**config.mk**
```make
export PLATFORM = sky130hd
export DESIGN_NAME = bin_to_bcd_converter
export DESIGN_NICKNAME = d
export VERILOG_FILES = /design/src/rtl/bin_to_bcd_converter_pkg.sv /design/src/rtl/bin_to_bcd_converter_add3.sv /design/src/rtl/bin_to_bcd_converter.sv
export SDC_FILE = /design/constraint.sdc
export NUM_CORES = 1
export LEC_CHECK = 0
export ABC_AREA = 1
export CAP_MARGIN = 20
export CORE_MARGIN = 2
export CORE_UTILIZATION = 51
export CTS_BUF_LIST = sky130_fd_sc_hd__clkbuf_8
export DETAILED_ROUTE_END_ITERATION = 10
export GPL_TIMING_DRIVEN = 0
export PLACE_DENSITY = 0.82
export SETUP_SLACK_MARGIN = 0.2
export SYNTH_ARGS = -nofsm -noshare
export SYNTH_HDL_FRONTEND = slang
export SYNTH_SLANG_ARGS = --single-unit
```
**constraint.sdc**
```tcl
create_clock -name clk_in -period 1.45 [get_ports clk_in]
set_input_delay 0.145 -clock clk_in [delete_from_list [all_inputs] [get_ports clk_in]]
set_output_delay 0.145 -clock clk_in [all_outputs]
set_load 0.03 [all_outputs]
```
**src/rtl/bin_to_bcd_converter_pkg.sv**
```systemverilog
// Shared types and sizing for the sequential binary-to-BCD (double-dabble) converter.
package bin_to_bcd_converter_pkg;

    localparam int unsigned BIN_WIDTH      = 32;
    localparam int unsigned DIGIT_W        = 4;
    localparam int unsigned BCD_DIGITS_INT = 10;
    localparam int unsigned BCD_DIGITS_OUT = 8;
    localparam int unsigned ACC_W          = BCD_DIGITS_INT * DIGIT_W;
    localparam int unsigned OUT_W          = BCD_DIGITS_OUT * DIGIT_W;
    localparam int unsigned CNT_W          = 5;
    localparam int unsigned ITER_LAST      = 31;

    localparam logic [BCD_DIGITS_OUT-1:0] LZ_MASK_RST = BCD_DIGITS_OUT'(8'hFE);

    typedef enum logic {
        IDLE  = 1'b0,
        SHIFT = 1'b1
    } state_e;

endpackage

```
**src/rtl/bin_to_bcd_converter_add3.sv**
```systemverilog
// Single-digit double-dabble correction: add 3 when the digit is 5 or more.
module bcd_add3_digit
    import bin_to_bcd_converter_pkg::*;
(
    input  logic [DIGIT_W-1:0] digit_i,
    output logic [DIGIT_W-1:0] adj_c_o
);

    always_comb begin
        adj_c_o = digit_i;
        if (digit_i >= DIGIT_W'(5)) begin
            adj_c_o = digit_i + DIGIT_W'(3);
        end
    end

endmodule

```
**src/rtl/bin_to_bcd_converter.sv**
```systemverilog
// 32-bit binary to 8-digit packed BCD converter, one shift per cycle, atomic result update.
module bin_to_bcd_converter
    import bin_to_bcd_converter_pkg::*;
#(
    parameter bit AUTO = 1'b0
) (
    input  logic                      clk_in,
    input  logic                      rst_n_in,
    input  logic                      start_in,
    input  logic [BIN_WIDTH-1:0]      val_in,
    output logic                      busy_out,
    output logic                      done_out,
    output logic [OUT_W-1:0]          bcd_out,
    output logic                      ovf_out,
    output logic [BCD_DIGITS_OUT-1:0] lz_mask_out
);

    state_e                      state_q, state_d;
    logic [CNT_W-1:0]            cnt_q, cnt_d;
    logic [BIN_WIDTH-1:0]        shift_q, shift_d;
    logic [ACC_W-1:0]            acc_q, acc_d;
    logic                        busy_q, busy_d;
    logic                        done_q, done_d;
    logic [OUT_W-1:0]            bcd_q, bcd_d;
    logic                        ovf_q, ovf_d;
    logic [BCD_DIGITS_OUT-1:0]   lz_q, lz_d;

    logic [ACC_W-1:0]            acc_adj_c;
    logic [ACC_W-1:0]            acc_next_c;
    logic [BIN_WIDTH-1:0]        shift_next_c;
    logic                        ovf_c;
    logic [BCD_DIGITS_OUT-1:0]   lz_c;
    logic                        unused_acc_msb_c;

    for (genvar g = 0; g < BCD_DIGITS_INT; g++) begin : g_add3
        bcd_add3_digit u_add3 (
            .digit_i (acc_q[g*DIGIT_W +: DIGIT_W]),
            .adj_c_o (acc_adj_c[g*DIGIT_W +: DIGIT_W])
        );
    end

    // Top digit never exceeds 4, so the bit shifted out of the accumulator is always 0.
    assign unused_acc_msb_c = acc_adj_c[ACC_W-1];
    assign acc_next_c       = {acc_adj_c[ACC_W-2:0], shift_q[BIN_WIDTH-1]};
    assign shift_next_c     = {shift_q[BIN_WIDTH-2:0], 1'b0};
    assign ovf_c            = |acc_next_c[ACC_W-1:OUT_W];

    // Leading-zero mask over the final digits; suppressed entirely on overflow.
    always_comb begin
        logic all_zero;
        all_zero = 1'b1;
        lz_c     = '0;
        for (int i = BCD_DIGITS_OUT - 1; i >= 1; i--) begin
            all_zero = all_zero & (acc_next_c[i*DIGIT_W +: DIGIT_W] == DIGIT_W'(0));
            lz_c[i]  = all_zero & ~ovf_c;
        end
    end

    always_comb begin
        state_d = state_q;
        cnt_d   = cnt_q;
        shift_d = shift_q;
        acc_d   = acc_q;
        busy_d  = busy_q;
        done_d  = 1'b0;
        bcd_d   = bcd_q;
        ovf_d   = ovf_q;
        lz_d    = lz_q;
        case (state_q)
            IDLE: begin
                if (start_in || AUTO) begin
                    shift_d = val_in;
                    acc_d   = '0;
                    cnt_d   = '0;
                    busy_d  = 1'b1;
                    state_d = SHIFT;
                end
            end
            SHIFT: begin
                shift_d = shift_next_c;
                acc_d   = acc_next_c;
                cnt_d   = cnt_q + CNT_W'(1);
                if (cnt_q == CNT_W'(ITER_LAST)) begin
                    bcd_d   = acc_next_c[OUT_W-1:0];
                    ovf_d   = ovf_c;
                    lz_d    = lz_c;
                    done_d  = 1'b1;
                    busy_d  = 1'b0;
                    cnt_d   = '0;
                    state_d = IDLE;
                end
            end
            default: state_d = IDLE;
        endcase
    end

    always_ff @(posedge clk_in or negedge rst_n_in) begin
        if (!rst_n_in) begin
            state_q <= IDLE;
            cnt_q   <= '0;
            shift_q <= '0;
            acc_q   <= '0;
            busy_q  <= 1'b0;
            done_q  <= 1'b0;
            bcd_q   <= '0;
            ovf_q   <= 1'b0;
            lz_q    <= LZ_MASK_RST;
        end else begin
            state_q <= state_d;
            cnt_q   <= cnt_d;
            shift_q <= shift_d;
            acc_q   <= acc_d;
            busy_q  <= busy_d;
            done_q  <= done_d;
            bcd_q   <= bcd_d;
            ovf_q   <= ovf_d;
            lz_q    <= lz_d;
        end
    end

    assign busy_out    = busy_q;
    assign done_out    = done_q;
    assign bcd_out     = bcd_q;
    assign ovf_out     = ovf_q;
    assign lz_mask_out = lz_q;

endmodule

```
==> reports/metrics.cfg <==
[sta]
clock.fmax_ghz=0.452
fin_skew_ns=0.0202
worst_pin_slew_ns=0.601
period_share_pct=152
rsz0062_at_grt=yes
period_needed_ns=2.21
final-setup-viol-count=101
hold_viol=0
slew_viol_final=0
slew_headroom_pct=59.5
finalWorstSetupSlack_ns=-0.761

[clock_tree]
path_clk_slew_ns=0.09
clock_tree.buffer_depth=2
cts_max_level=4
root_buffer=clkbuf_8
clock-sinks=120
cts_buffers=17
cts_tree=done
clk_latency_ns=0.47

[critical_path]
reg2regPathDepth=12
reg2reg_from=acc_q[21]
r2r_setup_slack_ns=-0.76
end_kind=register
path_max_fanout=5
r2r-end=lz_mask_out[1]
cp.arrival_ns=2.61
crit_end=lz_mask_out[1]
crit_type=reg -> reg
crit_start=acc_q[21]
cp.required_ns=1.84
timing.critical_path.from_type=register

[placement]
io_buffers=76
hpwlAfterDp_mm=10.0
routabilityCongestion=0.894
placed_area_um2=6910

[cells_and_area]
final_area_um2=9950
drive_above_1_share_pct=57.7
nNetsFinal=937
area_growth_pct=70.6
diodes=0

[logic_synthesis]
synthFlopType=dfrtp_1
yosys_warnings=0
yosys.cell_types.count=34
synth_edf_count=0
syn_avg_cell_area_um2=8.70
netlist_area_um2=5830
synth_seq_cells=120
syn_inst=670
seq_area_frac_synth_pct=51.6
synth_nets=727
ys_async_sr_fraction_pct=100

[detailed_routing]
drt_wl_total_mm=27.7
met2WireLength_mm=12.9
ant_nets=0
wire_per_inst_um=26.7
vias=6838
post-route-drc-count=0
highest_layer=met4
wl_met3_mm=2.80
drtPass1Iterations=10
drt-met1-wl_mm=9.45
drt_iter0_drc=822
avgViaCountPerCell=6.60

[power]
p_leak_nw=4.71
irDropWorstVdd_uv=1910
finalPower_mw=26.4
power.density_nw_per_um2=2650

[floorplan]
fp.dieH_um=111
dieArea_um2=12300
row_count=39
initial_core_util_pct=51.7
io_pins=78
core_area_um2=11300
chipWidth_um=111

[global_routing]
track_usage_pct=30.3
grt_max_degree=63
antenna_found_initial=0
grt_pass1_wl_mm=29.9
overflow=0
grt_pass1_vias=6072

[flow_run]
drv_cap=0

[outcome]
violations=negative setup slack
outcome=complete, but fails checks

[min_path]
hp-class=in -> async

==> kinds of logic (layout without fill, tap and decap cells) <==
kind of cell	Yosys count	count (layout)	synth area share, %
adders and majority gates	22	22	4.72
buffers and inverters	111	334	7.38
AOI/OAI and AO/OA	127	127	13.3
DFF	120	120	51.6
other	1	1	0.0643
xor gates and xnor gates	7	7	1.31
and+or+nand+nor	282	282	21.6
==> synthesized netlist by cell type, types with 6 or more instances <==
cell / count / share of area, %
inv_1: 70 / 4.5
dfstp_2: 7 / 3.2
nand2_1: 189 / 12
o221ai_1: 12 / 1.8
nand3_1: 23 / 2.0
o22ai_1: 36 / 3.9
nor2_1: 25 / 1.6
nor2_2: 6 / 0.64
nand4_1: 9 / 0.97
nand3_2: 6 / 1.0
nand2_2: 15 / 1.6
o21ai_0: 50 / 4.3
ha_1: 22 / 4.7
o21ai_1: 8 / 0.69
o211ai_1: 9 / 1.2
dfrtp_1: 113 / 48
clkbuf_1: 19 / 1.2
inv_2: 15 / 0.97
==> stage by stage <==
stage                     hold slack (ns)  worst slack [ns]  cells  TNS, ns  util [%]
after floorplan                    -0.151           -0.0778    670   -0.331         -
after global placement              0.456             -4.25    889  -518.91      61.1
after detailed placement            0.146            -0.350    890   -24.44      61.3
after CTS                           0.251            -0.293    973    -6.03      73.1
after global routing                0.281            -0.710   1036   -24.21      88.2
final                               0.222            -0.761   1036   -23.24      88.2
==> critical path: stages (launching register included) <==
cell	delay [ns]
dfrtp_1	0.41
inv_2	0.13
ha_1	0.19
nand2_2	0.11
nand3_2	0.13
nand2_1	0.10
nand2_1	0.16
nand2_1	0.14
nor2_2	0.16
nand2_2	0.09
nor2_4	0.22
nand4_1	0.17
nand2_1	0.12
==> worst min path at each step <==
stage | to | slack, ns | depth (start not counted)
2_1_floorplan | acc_q[0] | -0.15 | 0
3_3_place_gp | lz_mask_out[5] | 0.46 | 2
3_5_place_dp | bcd_out[21] | 0.15 | 1
4_1_cts | shift_q[0] | 0.25 | 3
5_1_grt | shift_q[15] | 0.28 | 3
6_report | acc_q[16] | 0.22 | 2
==> timing repair <==
| item | in CTS | in global routing |
|---|---|---|
| pin swaps | 36 | 82 |
| setup endpoints to repair | 161 | 139 |
| buffers inserted | 47 | 49 |
| hold endpoints to repair | 51 | 0 |
| resized for setup | 394 | 312 |
| gates cloned | 3 | 14 |
| hold buffers | 1 | 0 |
==> cells in the final DEF, fill, tap and decap left out, types with 5 or more instances in the layout <==
cell type,instances
inv_2,41
xor2_4,5
nand3_1,6
dfrtp_1,108
buf_4,73
o22ai_2,26
inv_1,42
o21ai_0,6
o21ai_2,26
nand2_4,33
nand3_4,5
nand2_2,50
nand4_1,9
o211ai_1,9
nor2_2,6
ha_4,16
o221ai_2,12
buf_6,38
buf_8,12
nand2_1,118
nor2_1,18
o22ai_4,8
clkbuf_8,18
dfrtp_2,5
buf_2,34
clkbuf_4,5
a22oi_2,5
nor2_4,11
clkdlybuf4s50_1,33
clkbuf_16,13
nand3_2,19
dfstp_2,7
o21ai_1,19
o21ai_4,8
==> registers in the layout (all words and copies together), names as in the netlist <==
| signal | count |
|---|---|
| ovf_out | 1 |
| lz_mask_out | 7 |
| acc_q | 40 |
| done_out | 1 |
| shift_q | 32 |
| cnt_q | 5 |
| busy_out | 1 |
| bcd_out | 32 |
| state_q | 1 |
==> cell type report <==
| class | count | area, µm² |
|---|---|---|
| Clock buffer | 18 | 248 |
| Inverter | 85 | 355 |
| Buffer | 26 | 377 |
| Clock inverter | 14 | 144 |
| Sequential cell | 120 | 3020 |
| Tap cell | 143 | 179 |
| Fill cell | 394 | 1330 |
| Timing Repair Buffer | 189 | 1770 |
| Timing Repair inverter | 2 | 17.5 |
| Multi-Input combinational cell | 439 | 3840 |
==> power by group <==
group	internal (mW)	switching, mW
registers	4.76	1.44
clock network	1.70	1.54
logic	6.67	10.3
total	13.1	13.3
==> layer usage <==
| metal | vias up | GRT usage [%] |
|---|---|---|
| met5 | - | 0 |
| met4 | 0 | 16.5 |
| met3 | 251 | 6.94 |
| met2 | 694 | 52.0 |
| met1 | 3272 | 35.2 |
| li1 | 2621 | - |
(Power assumes the default switching activity.)
